==> src/rtl/cdb_arbiter_pkg.sv <==
// Shared definitions for the common data bus (CDB) arbiter.
//   ROB_WIDTH    width of a ROB entry index
//   CDB_SRC_ALU  source encoding for the ALU result port
//   CDB_SRC_LSB  source encoding for the LSB result port
//   CDB_ENTRY_W  width of one queued result {rob_id, value}
package cdb_arbiter_pkg;

  localparam int unsigned ROB_WIDTH   = 4;
  localparam int unsigned CDB_ENTRY_W = ROB_WIDTH + 32;

  localparam logic CDB_SRC_ALU = 1'b0;
  localparam logic CDB_SRC_LSB = 1'b1;

  typedef struct packed {
    logic [ROB_WIDTH-1:0] rob_id;
    logic [31:0]          value;
  } cdb_entry_t;

endpackage

==> src/rtl/cdb_fifo.sv <==
// Small synchronous result queue used once per CDB source.
// Ports:
//   clk, rst     clock, synchronous active-high reset
//   push, wdata  enqueue at tail (ignored when full)
//   pop          dequeue head (ignored when empty)
//   flush        empty the queue; wins over push/pop
//   head         entry at the head (valid when !empty)
//   count        number of stored entries, 0..DEPTH
//   full, empty  status flags derived from count
module cdb_fifo #(
  parameter int unsigned DEPTH = 4,
  parameter int unsigned WIDTH = 36
) (
  input  logic                     clk,
  input  logic                     rst,
  input  logic                     push,
  input  logic                     pop,
  input  logic                     flush,
  input  logic [WIDTH-1:0]         wdata,
  output logic [WIDTH-1:0]         head,
  output logic [$clog2(DEPTH):0]   count,
  output logic                     full,
  output logic                     empty
);

  localparam int unsigned PTR_W = $clog2(DEPTH);
  localparam int unsigned CNT_W = PTR_W + 1;
  localparam logic [CNT_W-1:0] FULL_COUNT = CNT_W'(DEPTH);

  logic [WIDTH-1:0] mem [DEPTH];
  logic [PTR_W-1:0] wr_ptr_q, rd_ptr_q;
  logic [CNT_W-1:0] count_q;
  logic             do_push, do_pop;

  assign full    = (count_q == FULL_COUNT);
  assign empty   = (count_q == '0);
  assign count   = count_q;
  assign head    = mem[rd_ptr_q];
  assign do_push = push && !full;
  assign do_pop  = pop && !empty;

  // Pointers wrap naturally because DEPTH is a power of two.
  always_ff @(posedge clk) begin
    if (rst || flush) begin
      wr_ptr_q <= '0;
      rd_ptr_q <= '0;
      count_q  <= '0;
    end else begin
      if (do_push) wr_ptr_q <= wr_ptr_q + 1'b1;
      if (do_pop)  rd_ptr_q <= rd_ptr_q + 1'b1;
      unique case ({do_push, do_pop})
        2'b10:   count_q <= count_q + 1'b1;
        2'b01:   count_q <= count_q - 1'b1;
        default: ;
      endcase
    end
  end

  // Storage needs no reset; only the pointers define validity.
  always_ff @(posedge clk) begin
    if (!rst && !flush && do_push) mem[wr_ptr_q] <= wdata;
  end

endmodule

==> src/rtl/cdb_arbiter.sv <==
// Shares one registered common data bus between the ALU and LSB result ports.
// Each source feeds a small queue; a round-robin arbiter drains one head per cycle.
// Optional feature macro: CDB_BYPASS_EN (empty queue whose input wins arbitration
// goes straight to the CDB registers, latency 1).
// Ports:
//   clk_in, rst_in, rdy_in  clock, sync active-high reset, global ready (low = freeze)
//   clear                   mispredict flush, only when rdy_in
//   alu_ready/rob_id/value  ALU result in;  alu_full  ALU queue full
//   lsb_ready/rob_id/value  LSB result in;  lsb_full  LSB queue full
//   cdb_ready/rob_id/value  registered broadcast
module cdb_arbiter
  import cdb_arbiter_pkg::*;
#(
  parameter int unsigned DEPTH = 4
) (
  input  logic                 clk_in,
  input  logic                 rst_in,
  input  logic                 rdy_in,
  input  logic                 clear,
  input  logic                 alu_ready,
  input  logic [ROB_WIDTH-1:0] alu_rob_id,
  input  logic [31:0]          alu_value,
  output logic                 alu_full,
  input  logic                 lsb_ready,
  input  logic [ROB_WIDTH-1:0] lsb_rob_id,
  input  logic [31:0]          lsb_value,
  output logic                 lsb_full,
  output logic                 cdb_ready,
  output logic [ROB_WIDTH-1:0] cdb_rob_id,
  output logic [31:0]          cdb_value
);

  localparam int unsigned PTR_W = $clog2(DEPTH);
  localparam logic [PTR_W:0] FULL_COUNT = (PTR_W + 1)'(DEPTH);

  cdb_entry_t     alu_in, lsb_in, alu_head, lsb_head, grant_entry;
  logic [PTR_W:0] alu_count, lsb_count;
  logic           alu_fifo_full, lsb_fifo_full, alu_empty, lsb_empty;
  logic           alu_req, lsb_req, contend, grant_alu, grant_lsb;
  logic           alu_byp, lsb_byp, act, flush;
  logic           alu_push, alu_pop, lsb_push, lsb_pop;
  logic           rr_last_q;

  assign alu_in   = '{rob_id: alu_rob_id, value: alu_value};
  assign lsb_in   = '{rob_id: lsb_rob_id, value: lsb_value};
  assign alu_full = (alu_count == FULL_COUNT);
  assign lsb_full = (lsb_count == FULL_COUNT);

  always_comb begin
    alu_req = !alu_empty;
    lsb_req = !lsb_empty;
`ifdef CDB_BYPASS_EN
    // An incoming result on an empty queue competes as if it were the head.
    alu_req = alu_req || alu_ready;
    lsb_req = lsb_req || lsb_ready;
`endif
    contend   = alu_req && lsb_req;
    grant_alu = alu_req && (!lsb_req || (rr_last_q == CDB_SRC_LSB));
    grant_lsb = lsb_req && !grant_alu;
`ifdef CDB_BYPASS_EN
    alu_byp = grant_alu && alu_empty;
    lsb_byp = grant_lsb && lsb_empty;
`else
    alu_byp = 1'b0;
    lsb_byp = 1'b0;
`endif
    act      = rdy_in && !clear;
    flush    = rdy_in && clear;
    alu_push = act && alu_ready && !alu_byp && !alu_fifo_full;
    lsb_push = act && lsb_ready && !lsb_byp && !lsb_fifo_full;
    alu_pop  = act && grant_alu && !alu_byp;
    lsb_pop  = act && grant_lsb && !lsb_byp;
    if (grant_alu) grant_entry = alu_byp ? alu_in : alu_head;
    else           grant_entry = lsb_byp ? lsb_in : lsb_head;
  end

  always_ff @(posedge clk_in) begin
    if (rst_in) begin
      rr_last_q  <= CDB_SRC_LSB;
      cdb_ready  <= 1'b0;
      cdb_rob_id <= '0;
      cdb_value  <= '0;
    end else if (rdy_in) begin
      if (clear) begin
        cdb_ready <= 1'b0;
      end else begin
        // Round-robin pointer only moves when both sources competed.
        if (contend) rr_last_q <= grant_alu ? CDB_SRC_ALU : CDB_SRC_LSB;
        if (grant_alu || grant_lsb) begin
          cdb_ready  <= 1'b1;
          cdb_rob_id <= grant_entry.rob_id;
          cdb_value  <= grant_entry.value;
        end else begin
          cdb_ready  <= 1'b0;
        end
      end
    end
  end

  cdb_fifo #(
    .DEPTH (DEPTH),
    .WIDTH (CDB_ENTRY_W)
  ) u_alu_fifo (
    .clk   (clk_in),
    .rst   (rst_in),
    .push  (alu_push),
    .pop   (alu_pop),
    .flush (flush),
    .wdata (alu_in),
    .head  (alu_head),
    .count (alu_count),
    .full  (alu_fifo_full),
    .empty (alu_empty)
  );

  cdb_fifo #(
    .DEPTH (DEPTH),
    .WIDTH (CDB_ENTRY_W)
  ) u_lsb_fifo (
    .clk   (clk_in),
    .rst   (rst_in),
    .push  (lsb_push),
    .pop   (lsb_pop),
    .flush (flush),
    .wdata (lsb_in),
    .head  (lsb_head),
    .count (lsb_count),
    .full  (lsb_fifo_full),
    .empty (lsb_empty)
  );

  // A producer firing into a full queue loses its result.
  alu_overflow_a: assert property (@(posedge clk_in) disable iff (rst_in)
    (rdy_in && !clear && alu_ready) |-> !alu_full);
  lsb_overflow_a: assert property (@(posedge clk_in) disable iff (rst_in)
    (rdy_in && !clear && lsb_ready) |-> !lsb_full);

endmodule

==> config.mk <==
export PLATFORM = sky130hd
export DESIGN_NAME = cdb_arbiter
export DESIGN_NICKNAME = d
export VERILOG_FILES = /design/src/rtl/cdb_arbiter_pkg.sv /design/src/rtl/cdb_fifo.sv /design/src/rtl/cdb_arbiter.sv
export SDC_FILE = /design/constraint.sdc
export NUM_CORES = 1
export LEC_CHECK = 0
export ABC_AREA = 1
export BUFFER_PORTS_ARGS = -buffer_cell sky130_fd_sc_hd__buf_2
export CAP_MARGIN = 30
export CORE_MARGIN = 2
export CORE_UTILIZATION = 56
export CTS_BUF_LIST = sky130_fd_sc_hd__clkbuf_2 sky130_fd_sc_hd__clkbuf_4 sky130_fd_sc_hd__clkbuf_8
export CTS_CLUSTER_DIAMETER = 60
export DETAILED_ROUTE_END_ITERATION = 16
export GPL_TIMING_DRIVEN = 0
export HOLD_SLACK_MARGIN = 0.15
export MAX_ROUTING_LAYER = met4
export PLACE_DENSITY = 0.76
export SYNTH_ARGS = -nofsm -noshare
export SYNTH_HDL_FRONTEND = slang
export SYNTH_SLANG_ARGS = --single-unit
==> constraint.sdc <==
create_clock -name clk_in -period 2.5 [get_ports clk_in]
set_input_delay 0 -clock clk_in [delete_from_list [all_inputs] [get_ports clk_in]]
set_output_delay 0 -clock clk_in [all_outputs]
set_load 0.05 [all_outputs]
Yosys cells after proc, flatten, opt, wreduce, memory -nomap -nowiden
Memories as Yosys holds them, arrays and structs flattened. A register that Yosys moved wholly into a read port is not among the register bits.
Index checks and enable logic that the tools add are counted.
{"block": "classes", "n_addsub": 8, "multipliers": 0, "n_div": 0, "magnitude_cmp": 0, "n_eq_ne": 6, "n_shift": 0, "n_mux": 14, "n_bitwise": 1, "reduce_logical": 35}
{"op": "2-to-1 mux 36 bit", "n": 1}
{"op": "logical AND 1 bit", "n": 18}
{"op": "case mux 3 bit (2 select lines)", "n": 2}
{"op": "adder 2 x 1 -> 2 bit, second input constant", "n": 4}
{"op": "zero test 1 bit", "n": 8}
{"op": "2-to-1 mux 2 bit", "n": 4}
{"op": "2-to-1 mux 1 bit", "n": 7}
{"op": "adder 3 x 1 -> 3 bit, second input constant", "n": 2}
{"op": "equality test 3 bit, second input constant", "n": 2}
{"op": "zero test 3 bit", "n": 2}
{"op": "AND reduction 3 bit", "n": 2}
{"op": "subtractor 3 x 1 -> 3 bit, second input constant", "n": 2}
{"op": "equality test 2 x 1 -> 1 bit, second input constant", "n": 2}
{"op": "equality test 2 bit, second input constant", "n": 2}
{"op": "nonzero test 2 bit", "n": 2}
{"op": "logical OR 1 bit", "n": 3}
{"op": "inverter 1 bit", "n": 1}
{"block": "totals", "register_bits": 52, "latch_bits": 0, "ram_bits": 288, "rom_bits": 0, "inputBits": 78, "output_inout_bits": 39, "word_cells": 76, "mem_count": 2}
{"memory": "u_alu_fifo.mem", "depth": 4, "word_bits": 36, "rd": 1, "rd_ports_with_merged_regs": 1, "write_ports": 1, "line_no": "cdb_fifo.sv:30", "text": "logic [WIDTH-1:0] mem [DEPTH];"}
{"memory": "u_lsb_fifo.mem", "depth": 4, "word_bits": 36, "rd": 1, "rd_ports_with_merged_regs": 1, "write_ports": 1, "line_no": "cdb_fifo.sv:30"}

Logic depth before layout (Yosys ltp)
{"block": "depth", "word_depth": 9, "ltp_mapped": 14, "ltp_nobuf": 13}

Cells and area by module
A second synthesis with hierarchy kept.
{"block": "unflattened", "cells_unflattened": 1188, "hier_area_um2": 13917.1}
{"module": "cdb_fifo", "instances": 2, "cells_each": 424, "area_per_inst_um2": 5881.9, "seq_area_each_um2": 4504.3}
{"module": "cdb_arbiter", "instances": 1, "cells_each": 340, "area_per_inst_um2": 2153.3, "seq_area_each_um2": 760.7}

Worst setup path after synthesis
No wires, ideal clock.
{"block": "synth_timing", "path_type": "register to register", "startpoint": "reg u_alu_fifo.count_q[0], in the netlist u_alu_fifo.count[0]", "endpoint": "mem u_alu_fifo.mem[0][0] (enable)", "setup_ps": 429, "t_arrival_ps": 2525, "required_time_ps": 2071, "slack_ps": -455, "path_stages_with_launch": 7, "n_path_buf": 0, "synth_period_minus_slack_ps": 2955, "cell_sequence": "dfxtp_1 -> inv_2 -> nand2_1 -> nor2_1 -> nor2_1 -> nand2_1 -> nor2_1"}
{"block": "synth_between", "elab_chain_len": 7}
{"element": "from (decl)", "line_no": "cdb_fifo.sv:32", "text": "logic [CNT_W-1:0] count_q;"}
{"element": "from (signal assigned)", "line_no": "cdb_fifo.sv:52", "text": "2'b10: count_q <= count_q + 1'b1;"}
{"element": "from (signal assigned)", "line_no": "cdb_fifo.sv:53", "text": "2'b01: count_q <= count_q - 1'b1;"}
{"element": "equality test 3 bit *"}
{"element": "via alu_full", "line_no": "cdb_arbiter.sv:23", "text": "output logic alu_full,"}
{"element": "zero test 1 bit *", "line_no": "cdb_fifo.sv:39, cdb_arbiter.sv:69"}
{"element": "logical AND 1 bit", "line_no": "cdb_arbiter.sv:69", "text": "alu_push = act && alu_ready && !alu_byp && !alu_fifo_full;"}
{"element": "logical AND 1 bit *", "line_no": "cdb_fifo.sv:39", "text": "assign do_push = push && !full;"}
{"element": "logical AND 1 bit *", "line_no": "cdb_fifo.sv:61", "text": "if (!rst && !flush && do_push) mem[wr_ptr_q] <= wdata;"}
{"element": "2-to-1 mux 1 bit *", "line_no": "cdb_fifo.sv:61"}
{"element": "2-to-1 mux 1 bit (implied by the code) *", "line_no": "cdb_fifo.sv:61"}
{"element": "to (decl)", "line_no": "cdb_fifo.sv:30"}
Mark *: on every way through the listed nets, which the timed path passes. The rest lies on a longest branch.

Worst setup path in the final report
{"block": "layout_timing", "startpoint": "in clear", "endpoint": "mem u_alu_fifo.mem[1][7] (enable)"}
{"block": "layout_between", "elab_chain_len": 8, "word_cells_on_any_way": 11, "classes_between": "mux (2); reduce/logical (9)"}
{"element": "from (decl)", "line_no": "cdb_arbiter.sv:19", "text": "input logic clear,"}
{"element": "zero test 1 bit", "line_no": "cdb_arbiter.sv:67", "text": "act = rdy_in && !clear;"}
{"element": "logical AND 1 bit", "line_no": "cdb_arbiter.sv:67"}
{"element": "logical AND 1 bit (2 in a row)", "line_no": "cdb_arbiter.sv:69"}
{"element": "logical AND 1 bit", "line_no": "cdb_fifo.sv:39"}
{"element": "logical AND 1 bit *", "line_no": "cdb_fifo.sv:61"}
{"element": "2-to-1 mux 1 bit *", "line_no": "cdb_fifo.sv:61"}
{"element": "2-to-1 mux 1 bit (implied by the code) *", "line_no": "cdb_fifo.sv:61"}
Mark *: on every way between the ends. The rest lies on a longest branch, timed or not.

==> results.sh <==
export IMPL_clock_path_buffers=3
export IMPL_synthCells=1621
export IMPL_grt_pass1_wl_um=55000
export IMPL_syn_to_final_growth_pct=23.7
export IMPL_hold_depth=2
export IMPL_whs_endpoint="u_alu_fifo.mem[3][35]$_DFFE_PP_"
export IMPL_end_kind="flop"
export IMPL_drv_slew=0
export IMPL_hpwl_um=22900
export IMPL_synth_distinct_cells=24
export IMPL_gr_usage_all_layers_pct=25.8
export IMPL_dp_cells=2086
export IMPL_finalCritPeriodShare_pct=93.5
export IMPL_post_place_ws_ns=0.160
export IMPL_dieWidth_um=168
export IMPL_rows=60
export IMPL_status="finished clean"
export IMPL_synth_seq_area_share_pct=64.6
export IMPL_final_nets=2021
export IMPL_p_leak_nw=8.72
export IMPL_drtIter0Drc=942
export IMPL_post_route_util_pct=70.0
export IMPL_worstPathArrival_ns=2.61
export IMPL_fmax_mhz=428
export IMPL_startpoint_type="primary input"
export IMPL_worstReg2RegEnd="u_lsb_fifo.count[2]$_SDFFE_PP0P_"
export IMPL_path_clk_slew_ns=0.07
export IMPL_finalHoldViolations=0
export IMPL_place_congestion=0.868
export IMPL_fp_coreArea_um2=26700
export IMPL_drc=0
export IMPL_ys_ff_latch=344
export IMPL_crit_type="in2reg"
export IMPL_worst_slack_ns=0.163
export IMPL_grt_max_degree=30
export IMPL_dr_pass1_iters=5
export IMPL_grt_overflow=0
export IMPL_min_from="alu_rob_id[3]"
export IMPL_wl_per_cell_um=15.0
export IMPL_grt_pass1_vias=11278
export IMPL_tightest_slew_ns=0.713
export IMPL_cp_required_ns=2.78
export IMPL_wl_um=34700
export IMPL_slew_limit_headroom_pct=52.4
export IMPL_cts_sinks=344
export IMPL_fin_skew_ns=0.0217
export IMPL_p_total_mw=11.6
export IMPL_io_buffers=116
export IMPL_regArea_um2=9770
export IMPL_peakVddDrop_v=0.000387
export IMPL_cap_violations=0
export IMPL_power_density_nw_per_um2=623
export IMPL_min_period_ns=2.34
export IMPL_cts_tree="done"
export IMPL_num_fill_cells=1978
export IMPL_via_count=11295
export IMPL_cts_buffers=55
export IMPL_rrSetupSlack_ns=0.21
export IMPL_htreeDepth=2
export IMPL_synth_area_per_cell_um2=9.33
export IMPL_cp_max_fo=29
export IMPL_yosysWarnings=0
export IMPL_viasPerCell=4.87
export IMPL_r2r_start="u_lsb_fifo.count[0]$_SDFFE_PP0P_"
export IMPL_finalSetupViolations=0
export IMPL_worstRegToRegCells=14
export IMPL_syn_area_um2=15100
export IMPL_fin_cells=2320
export IMPL_multiInputGateArea_um2=3700
export IMPL_die_h_um=168
export IMPL_syn_nets=1711
export IMPL_cts_root_buf="clkbuf_8"
export IMPL_fp_dieArea_um2=28300
export IMPL_io_pins=117
export IMPL_ant_nets=0
export IMPL_drive_above_1_share_pct=14.8
export IMPL_start_util_pct=56.6
export IMPL_clk_latency_ns=0.60
export IMPL_rsz0062_at_grt="yes"
export IMPL_hold_path_class="in2reg"
export IMPL_antenna_found_initial=1
export IMPL_whs_ns=0.174
## where the power goes
group	leakage, nW	switching, mW	internal (mW)	total, mW
registers	3.05	0.0345	6.27	6.31
clock network	0.568	2.16	2.41	4.58
logic	5.10	0.447	0.311	0.758
total	8.72	2.65	9.00	11.6
## cells in the mapped netlist (all sizes together)
master | instances | share of area (%)
buf | 45 | 1.8
nand3 | 188 | 6.3
xor2 | 3 | 0.17
clkbuf | 21 | 0.52
o21a | 2 | 0.099
fa | 2 | 0.26
o21ai | 8 | 0.26
or2 | 1 | 0.041
a21oi | 15 | 0.57
nand2 | 529 | 13
edfxtp | 288 | 57
dfxtp | 56 | 7.4
ha | 10 | 0.83
inv | 361 | 9.0
clkinv | 1 | 0.025
nor2 | 91 | 2.3
## sequential cells by signal, indices dropped and copies added (netlist names), named ones only
name,flops
u_alu_fifo.mem,144
u_lsb_fifo.mem,144
cdb_value,32
cdb_rob_id,4
u_alu_fifo.count,3
u_lsb_fifo.count,3
u_alu_fifo.rd_ptr_q,2
u_alu_fifo.wr_ptr_q,2
u_lsb_fifo.rd_ptr_q,2
u_lsb_fifo.wr_ptr_q,2
cdb_ready,1
rr_last_q,1
## area by class of cell
| type | instances | area share (%) |
|---|---|---|
| Antenna cell | 1 | 0.0134 |
| Buffer | 66 | 1.92 |
| Clock buffer | 76 | 4.96 |
| Clock inverter | 28 | 0.729 |
| Inverter | 362 | 7.27 |
| Multi-Input combinational cell | 849 | 19.8 |
| Sequential cell | 344 | 52.3 |
| Tap cell | 341 | 2.28 |
| Timing Repair Buffer | 253 | 10.8 |
## worst max-delay path, cell delays in order
cell,delay (ns)
dlygate4sd3_1,0.54
buf_2,0.14
nor2_4,0.19
nand2_1,0.07
dlygate4sd3_1,0.56
nor2_1,0.21
nand2_1,0.27
nor2_4,0.36
buf_12,0.26
## cells by family after synthesis
| group | Yosys count | share of synthesized area, % |
|---|---|---|
| compound gates | 25 | 0.935 |
| flops | 344 | 64.6 |
| buf+inv | 428 | 11.3 |
| simple gates | 809 | 21.8 |
| fa+ha+maj | 12 | 1.09 |
| xor+xnor | 3 | 0.174 |
## routing by layer
metal	global-route usage (%)	vias to the layer above	wire length (um)
met4	10.1	0	1100
met5	-	-	0
met2	43.3	377	16900
met3	3.81	62	2050
li1	-	5638	-
met1	31.9	5218	14700
## how the worst max path moves through the flow
stage | startpoint | cells after the start | endpoint | slack, ns
6_report | clear | 9 | u_alu_fifo.mem[1][7]$_DFFE_PP_ | 0.16
2_1_floorplan | u_alu_fifo.count[0]$_SDFFE_PP0P_ | 6 | u_alu_fifo.mem[0][0]$_DFFE_PP_ | -0.45
3_5_place_dp | u_lsb_fifo.count[0]$_SDFFE_PP0P_ | 13 | u_alu_fifo.count[2]$_SDFFE_PP0P_ | 0.16
3_3_place_gp | rst_in | 5 | u_alu_fifo.mem[1][9]$_DFFE_PP_ | -1.53
5_1_grt | u_lsb_fifo.count[0]$_SDFFE_PP0P_ | 14 | u_lsb_fifo.count[2]$_SDFFE_PP0P_ | -0.01
4_1_cts | clear | 9 | u_alu_fifo.mem[0][3]$_DFFE_PP_ | 0.11
## metrics by stage
stage	TNS, ns	instance area, um^2
2_1_floorplan	-65.45	15100
3_3_place_gp	-293.43	16100
3_5_place_dp	0	16400
4_1_cts	0	18600
5_1_grt	-0.0139	18700
6_report	0	18700
## timing repair
item / CTS / global route
endpoints found under the hold margin: 344 / 0
resized for setup: 0 / 3
hold buffers: 121 / 0
buffers inserted: 0 / 8
endpoints found under the setup margin: 0 / 77
## cells in the final DEF (no fill, tap or decap), types with 10 or more instances in the layout
| cell | n |
|---|---|
| nand2_1 | 527 |
| inv_1 | 350 |
| edfxtp_1 | 288 |
| nand3_1 | 186 |
| buf_2 | 145 |
| dlygate4sd3_1 | 121 |
| nor2_1 | 82 |
| clkbuf_8 | 57 |
| dfxtp_1 | 56 |
| clkbuf_1 | 21 |
| clkbuf_4 | 19 |
| buf_4 | 16 |
| a21oi_1 | 14 |
| clkinv_1 | 13 |
| clkinv_2 | 12 |
| inv_2 | 11 |
| ha_1 | 10 |
Note: power is estimated with default switching activity, not from simulation.
